## config.mk

```make
export PLATFORM = sky130hd
export DESIGN_NAME = data_store_buffer
export DESIGN_NICKNAME = d
export VERILOG_FILES = /design/src/rtl/data_store_buffer_pkg.sv /design/src/rtl/data_store_buffer_sb_fifo.sv /design/src/rtl/data_store_buffer.sv
export SDC_FILE = /design/constraint.sdc
export NUM_CORES = 1
export LEC_CHECK = 0
export CAP_MARGIN = 25
export CORE_UTILIZATION = 50
export DETAILED_ROUTE_END_ITERATION = 10
export GPL_ROUTABILITY_DRIVEN = 0
export PLACE_DENSITY = 0.76
export SYNTH_ARGS = -nofsm -noshare
export SYNTH_HDL_FRONTEND = slang
export SYNTH_HIERARCHICAL = 1
export SYNTH_SLANG_ARGS = --single-unit
```

## constraint.sdc

```tcl
create_clock -name clk -period 4.3 [get_ports clk]
set_input_delay 0.86 -clock clk [delete_from_list [all_inputs] [get_ports clk]]
set_output_delay 0.86 -clock clk [all_outputs]
set_load 0.1 [all_outputs]
```

## src/rtl/data_store_buffer_pkg.sv

```systemverilog
// Shared types and sizing for the data-side store buffer.
// Entries hold a word address, byte enables and lane-aligned data.
package data_store_buffer_pkg;

    localparam int SB_DEPTH    = 4;
    localparam int SB_ENTRY_WD = 30 + 4 + 32;
    localparam int SB_REQ_WD   = 1 + 4 + 32 + 32;

    typedef struct packed {
        logic [29:0] addr;
        logic [3:0]  wen;
        logic [31:0] wdata;
    } sb_entry_t;

    typedef struct packed {
        logic        en;
        logic [3:0]  wen;
        logic [31:0] addr;
        logic [31:0] wdata;
    } sb_req_t;

endpackage

```

## src/rtl/data_store_buffer_sb_fifo.sv

```systemverilog
// Circular store FIFO with head read-out and a parallel
// word-address compare across all valid entries.
module sb_fifo
    import data_store_buffer_pkg::*;
#(
    parameter  int DEPTH = SB_DEPTH,
    localparam int PTR_W = $clog2(DEPTH)
) (
    input  logic             clk,
    input  logic             rst,
    input  logic             push,
    input  sb_entry_t        push_entry,
    input  logic             pop,
    input  logic [29:0]      match_addr,
    output sb_entry_t        head_entry,
    output logic [DEPTH-1:0] match,
    output logic [PTR_W:0]   count,
    output logic             full,
    output logic             empty
);

    sb_entry_t        mem [DEPTH];
    logic [PTR_W-1:0] head;
    logic [PTR_W-1:0] tail;
    logic [PTR_W-1:0] off;
    logic [DEPTH-1:0] valid;

    always_ff @(posedge clk) begin
        if (rst) begin
            head  <= '0;
            tail  <= '0;
            count <= '0;
        end else begin
            if (push) tail <= tail + 1'b1;
            if (pop)  head <= head + 1'b1;
            unique case ({push, pop})
                2'b10:   count <= count + 1'b1;
                2'b01:   count <= count - 1'b1;
                default: ;
            endcase
        end
    end

    // Storage is deliberately not reset; validity comes from head/count.
    always_ff @(posedge clk) begin
        if (push) mem[tail] <= push_entry;
    end

    always_comb begin
        off   = '0;
        valid = '0;
        match = '0;
        for (int i = 0; i < DEPTH; i++) begin
            off      = PTR_W'(i) - head;
            valid[i] = {1'b0, off} < count;
            match[i] = valid[i] & (mem[i].addr == match_addr);
        end
    end

    assign head_entry = mem[head];
    assign full       = count == (PTR_W + 1)'(DEPTH);
    assign empty      = count == '0;

endmodule

```

## src/rtl/data_store_buffer.sv

```systemverilog
// Store buffer between the core data port and the data SRAM:
// posts stores, drains them when the port is idle or stalled.
module data_store_buffer
    import data_store_buffer_pkg::*;
#(
    parameter  int DEPTH = SB_DEPTH,
    localparam int PTR_W = $clog2(DEPTH)
) (
    input  logic             clk,
    input  logic             rst,
    input  logic             cpu_en,
    input  logic [3:0]       cpu_wen,
    input  logic [31:0]      cpu_addr,
    input  logic [31:0]      cpu_wdata,
    output logic [31:0]      cpu_rdata,
    output logic             stallreq_from_sb,
    output logic             sram_en,
    output logic [3:0]       sram_wen,
    output logic [31:0]      sram_addr,
    output logic [31:0]      sram_wdata,
    input  logic [31:0]      sram_rdata,
    output logic [PTR_W:0]   sb_count
);

    sb_req_t          req;
    sb_entry_t        new_entry;
    sb_entry_t        head_entry;
    logic [DEPTH-1:0] match;
    logic             store;
    logic             load;
    logic             idle;
    logic             hit;
    logic             full;
    logic             empty;
    logic             drain;
    logic             push;

    assign req = '{en: cpu_en, wen: cpu_wen, addr: cpu_addr, wdata: cpu_wdata};

    assign store = req.en & (|req.wen);
    assign load  = req.en & ~(|req.wen);
    assign idle  = ~req.en;
    assign hit   = load & (|match);

    assign stallreq_from_sb = ~rst & ((store & full) | (load & hit));

    // A drain only happens on idle or stall, so it never meets a push.
    assign drain = ~rst & ~empty & (idle | stallreq_from_sb);
    assign push  = ~rst & store & ~full;

    assign new_entry = '{addr: req.addr[31:2], wen: req.wen, wdata: req.wdata};

    sb_fifo #(.DEPTH(DEPTH)) u_fifo (
        .clk        (clk),
        .rst        (rst),
        .push       (push),
        .push_entry (new_entry),
        .pop        (drain),
        .match_addr (req.addr[31:2]),
        .head_entry (head_entry),
        .match      (match),
        .count      (sb_count),
        .full       (full),
        .empty      (empty)
    );

    always_comb begin
        sram_en    = 1'b0;
        sram_wen   = 4'h0;
        sram_addr  = '0;
        sram_wdata = '0;
        priority case (1'b1)
            rst: ;
            load & ~hit: begin
                sram_en   = 1'b1;
                sram_addr = req.addr;
            end
            drain: begin
                sram_en    = 1'b1;
                sram_wen   = head_entry.wen;
                sram_addr  = {head_entry.addr, 2'b00};
                sram_wdata = head_entry.wdata;
            end
            default: ;
        endcase
    end

    assign cpu_rdata = sram_rdata;

endmodule
```

# Yosys cells after proc, flatten, opt, wreduce, memory -nomap -nowiden
# Memory sizes are Yosys's and may differ from the RTL's. A register that Yosys moved wholly into a read port is not among the register bits.
# Index checks and enable logic that the tools add are counted.
# op_classes
addsub	8
n_lt_le_gt_ge	4
n_eq_ne	7
n_mux	17
bitwise_logic	23
n_reduce_logical	4
# ops
op	n
32-bit two-way mux	6
30-bit == test	4
1-bit bitwise AND	15
2-bit by 3-bit less-than comparator with 1-bit output	4
4-bit two-way mux	3
4-bit OR reduction	2
1-bit inverter	6
3-bit case mux with 2 select lines	1
1-bit two-way mux	5
2-bit by 1-bit adder with 2-bit output (second input constant)	2
2-bit two-way mux	2
1-bit by 2-bit subtractor with 2-bit output (first input constant)	2
2-bit subtractor (first input constant)	2
3-bit by 1-bit adder with 3-bit output (second input constant)	1
3-bit == test (second input constant)	1
3-bit zero test	1
3-bit by 1-bit subtractor with 3-bit output (second input constant)	1
2-bit by 1-bit == test with 1-bit output (second input constant)	1
2-bit == test (second input constant)	1
1-bit OR	2
2-bit nonzero test	1
# word_totals
regBits	7
ramBits	264
inputBits	103
out_inout_bits	105
wordCells	67
mem_count	1
# mem_list
name	words	width	rd	rd_ports_with_merged_regs	wr	line_no	source
u_fifo.mem	4	66	5	1	1	data_store_buffer_sb_fifo.sv:22	sb_entry_t mem [DEPTH];

# Longest topological paths before layout
# Gate-level depths: netlist of run 1.
# depth
word_depth	13
mapped_depth	16
mapped_depth_nobuf	15

# Hierarchy
# Netlist of run 1, hierarchy kept.
# by_module_without_submodules
mod	instances	cells_per_inst	area_each_um2	seq_area_each_um2
sb_fifo	1	570	11374.7	8107.8
data_store_buffer	1	131	1012.2	0.0

# Worst setup path after synthesis of run 1
# Ideal clock, no wire load.
# synth_path
kind	register to output
startpoint	reg u_fifo.count[1]
endpoint	out stallreq_from_sb
arrival_ns	3.987
required_ns	3.440
path_slack_ns	-0.547
path_stages_with_launch	9
n_path_buf	0
cell_sequence	dfxtp_1 > inv_1 > ha_1 > a2111oi_0 > nand4_1 > nor4_1 > or4_1 > nand2_1 > a21oi_1
# synth_between
elab_chain_len	7
word_cells_on_any_way	15
cone_classes	order compare (4); eq/ne (1); bitwise (9); reduce/logical (1)
# synth_lines
element	line_no	source
start: declaration	data_store_buffer_sb_fifo.sv:17	output logic [PTR_W:0] count,
start signal: assignment	data_store_buffer_sb_fifo.sv:37	2'b10: count <= count + 1'b1;
start signal: assignment	data_store_buffer_sb_fifo.sv:38	2'b01: count <= count - 1'b1;
2-bit by 3-bit less-than comparator with 1-bit output	data_store_buffer_sb_fifo.sv:55	valid[i] = {1'b0, off} < count;
1-bit bitwise AND	data_store_buffer_sb_fifo.sv:56	match[i] = valid[i] & (mem[i].addr == match_addr);
via match[3]	data_store_buffer.sv:28	logic [DEPTH-1:0] match;
4-bit OR reduction	data_store_buffer.sv:43	assign hit = load & (|match);
1-bit bitwise AND	data_store_buffer.sv:43	
1-bit bitwise AND	data_store_buffer.sv:45	assign stallreq_from_sb = ~rst & ((store & full) | (load & hit));
1-bit OR	data_store_buffer.sv:45	
1-bit bitwise AND	data_store_buffer.sv:45	
end: declaration	data_store_buffer.sv:16	output logic stallreq_from_sb,
# The timed path passes the listed nets, and every way through them passes these cells.

# Final worst setup path of run 1
# layout_path
startpoint	in cpu_addr[13]
endpoint	out sram_addr[31]
# layout_between
elab_chain_len	12
word_cells_on_any_way	20
cone_classes	eq/ne (4); mux (3); bitwise (12); reduce/logical (1)
# layout_lines
element	line_no	source
start: declaration	data_store_buffer.sv:13	input logic [31:0] cpu_addr,
30-bit == test *	data_store_buffer_sb_fifo.sv:56	
1-bit bitwise AND *	data_store_buffer_sb_fifo.sv:56	
via match[0]	data_store_buffer.sv:28	
4-bit OR reduction *	data_store_buffer.sv:43	
1-bit bitwise AND *	data_store_buffer.sv:43	
1-bit bitwise AND	data_store_buffer.sv:45	
1-bit OR	data_store_buffer.sv:45	
1-bit bitwise AND	data_store_buffer.sv:45	
1-bit OR	data_store_buffer.sv:48	assign drain = ~rst & ~empty & (idle | stallreq_from_sb);
1-bit bitwise AND	data_store_buffer.sv:48	
32-bit two-way mux	data_store_buffer.sv:72	priority case (1'b1)
32-bit two-way mux * (2 in series)	data_store_buffer.sv:72	
end: declaration	data_store_buffer.sv:19	output logic [31:0] sram_addr,
# The timed path passes the listed nets; every way through them passes the cells marked *.

==> results of run 1 <==
registers in the layout, summed over array words and instances (netlist names), named ones only:
signal        count
u_fifo/count      3
u_fifo/mem      264
u_fifo/tail       2
u_fifo/head       2
critical path, stage by stage:
cell and delay (ps):
clkdlybuf4s15_2 230, buf_4 170, xnor2_1 280, nand3_1 240, a2111oi_4 510, nor4_4 110, o211ai_4 220, buf_12 180
buf_12 120, clkbuf_16 150, a32o_2 190, buf_12 170
logic make-up (layout without fill, tap and decap cells):
family / after synthesis / in the layout
DFF: 273 / 273
xor gates and xnor gates: 126 / 126
and+or+nand+nor: 103 / 103
buffers and inverters: 75 / 294
muxes: 67 / 67
AOI/OAI and AO/OA: 47 / 47
adders and majority gates: 10 / 10
other: 0 / 1
placed cells by master, fill, tap and decap left out, types with 6 or more instances in the layout:
cell type,instances
dfxtp_1,6
nor4_2,12
mux4_2,66
and3_4,29
a32o_2,30
nand4_1,7
xnor2_1,20
clkinv_1,9
clkdlybuf4s50_1,43
buf_12,79
nor4_4,6
xor2_1,95
xor2_2,8
ha_1,9
edfxtp_1,264
nor4_1,7
clkbuf_16,31
inv_1,10
a21oi_1,7
buf_6,14
nor2_1,8
buf_4,67
and3_1,7
buf_2,14
nand3_1,6
power breakdown:
part / leakage, nW / switching, mW / internal [mW] / total [mW]
Combinational: 2.92 / 0.658 / 0.462 / 1.12
Clock: 0.407 / 0.945 / 1.27 / 2.22
Sequential: 2.47 / 0.0362 / 2.99 / 3.02
final timing paths:
check	start	endpoint	slack [ps]	depth (start not counted)
max	cpu_addr[13]	sram_addr[31]	-20	12
min	u_fifo/count[2]	u_fifo/count[2]	550	2
max reg2reg	u_fifo/head[0]	u_fifo/count[2]	440	17
min reg2reg	u_fifo/count[2]	u_fifo/count[2]	550	2
timing repair:
action                     in CTS  in global routing
gates cloned                    5                  2
pin swaps                      38                 42
resized for setup             170                 53
hold buffers                    0                  0
setup endpoints to repair      71                 67
buffers inserted               11                  6
layer usage:
metal,GRT usage [%],up-vias,routed length [µm]
li1,-,3180,-
met1,32.2,3765,12200
met2,41.5,396,15900
met3,5.29,79,2520
met4,9.00,2,963
met5,0,-,8
layout make-up:
type | instances | share of cell area [%]
sequential | 273 | 48.4
multi-input combinational | 353 | 25.9
timing repair buffer | 236 | 18.1
clock buffer | 34 | 4.44
tap | 324 | 2.42
clock inverter | 14 | 0.500
inverter | 10 | 0.224
antenna | 1 | 0.0149
stage by stage:
| step | hold WS [ps] | total power [mW] | setup slack (ps) | area [µm²] |
|---|---|---|---|---|
| after floorplan | 514 | 3.80 | 155 | 12400 |
| after global placement | 518 | 4.07 | -648 | 15100 |
| after detailed placement | 539 | 4.10 | -669 | 15100 |
| after CTS | 548 | 6.37 | -18.3 | 16600 |
| after global routing | 587 | 6.54 | -88.0 | 16700 |
| final | 546 | 6.36 | -20.9 | 16800 |
==> metrics.yaml, run 1 <==
timing:
  max_freq_mhz: 231
  slew_viol_final: 0
  post-route-period-util_pct: 100
  rsz0062_at_grt: "true"
  fin_skew_ps: 13.1
  fin_tns_setup_ps: -63.3
  fin_crit_ps: 4320
  setup_ws_ps: -20.9
  worst_pin_slew_ps: 991
  slew_headroom_pct: 33.7
  finalSetupViolations: 4
  hold_viol_final: 0
synth:
  synthMuxAreaShare_pct: 12.1
  synth_top_area_cell: "edfxtp_1"
  ys_ff_latch: 273
  synth-async-reset-ratio_pct: 0
  synth_xor_area_share_pct: 8.91
  synth.top_cell.area_share_pct: 64.0
  syn_area_per_cell_um2: 17.7
  synth-simple-area-share_pct: 4.99
  synthesis.area_um2: 12400
  synth_commonest_cells: "264 x edfxtp_1, 106 x xor2_1, 66 x mux4_2"
  yosysMostFrequentCell: "edfxtp_1"
  yosys_warnings: 6
  synth_fa_ha_area_share_pct: 1.07
  yosys.cell_types.count: 39
  syn_nets: 814
  synth-seq-area-share_pct: 65.5
  synthCells: 701
  synth_compound_area_share_pct: 3.72
  yosys_most_used_dff: "edfxtp_1"
  synthTopCellsByArea: "edfxtp_1 64%, mux4_2 12%, xor2_1 7.5%"
  synth_edf_count: 264
  synth_top_family_by_area: "multiplexers"
detailed_routing:
  vias: 7422
  firstDrtPassIters: 5
  antenna_left: 0
  wl_um: 31500
  drc_errors: 0
  vias_per_cell: 5.96
  detail_route.wl_per_cell_um: 25.3
  drtIter0Drc: 662
critical_path:
  worstSetupStartpointType: "primary input"
  crit_arrival_ps: 3460
  crit_path_end_kind: "output port"
  path_max_fanout: 6
  critical_path_required_ps: 3440
  critPathKind: "in -> out"
global_routing:
  antenna_found_initial: 2
  overflow: 0
  grt_max_degree: 49
  grt_first_pass_wirelength_um: 47400
  grt.total_usage_pct: 24.8
  grt_pass1_vias: 7880
placed_design:
  io_buffers: 143
  dp_cells: 1175
  dp.final_hpwl_um: 19700
final_layout:
  areaGrowthSynthToFinish_pct: 35.2
  drive_gt1_share_pct: 43.2
  nFillCells: 1505
  multi_input_area_um2: 4340
  fin_util_pct: 68.9
  regArea_um2: 8110
  fin_cells: 1245
  fin_nets: 1015
floorplanning:
  ios: 208
  fp.dieH_um: 159
  core_area_um2: 24300
  core.rowCount: 57
  fp.dieW_um: 159
  dieArea_um2: 25400
  initial_core_util_pct: 50.9
min_path:
  min_path_type: "reg -> reg"
cts:
  cts_tree: "built"
  numCtsBuffers: 28
  clock-root-buffer: "clkbuf_16"
  cts.sinks: 273
  clock_path_buffers: 3
  htreeDepth: 1
  clk_latency_ps: 530
  path_clk_slew_ps: 60
outcome:
  violations: "negative setup slack"
  outcome: "complete, but fails checks"
power_and_ir_drop:
  power_density_nw_per_um2: 380
  p_leak_nw: 5.79
  ir_worst_vdd_v: 0.000324
run:
  timing.max_cap.violations: 0
No activity file was read; power rests on OpenSTA's default activity.
==> inputs of run 2 (changes only) <==
- ABC_CLOCK_PERIOD_IN_PS: not set -> 4300
==> results of run 2 <==
Same layout as run 1: the final DEF is identical, and so are final timing and power.
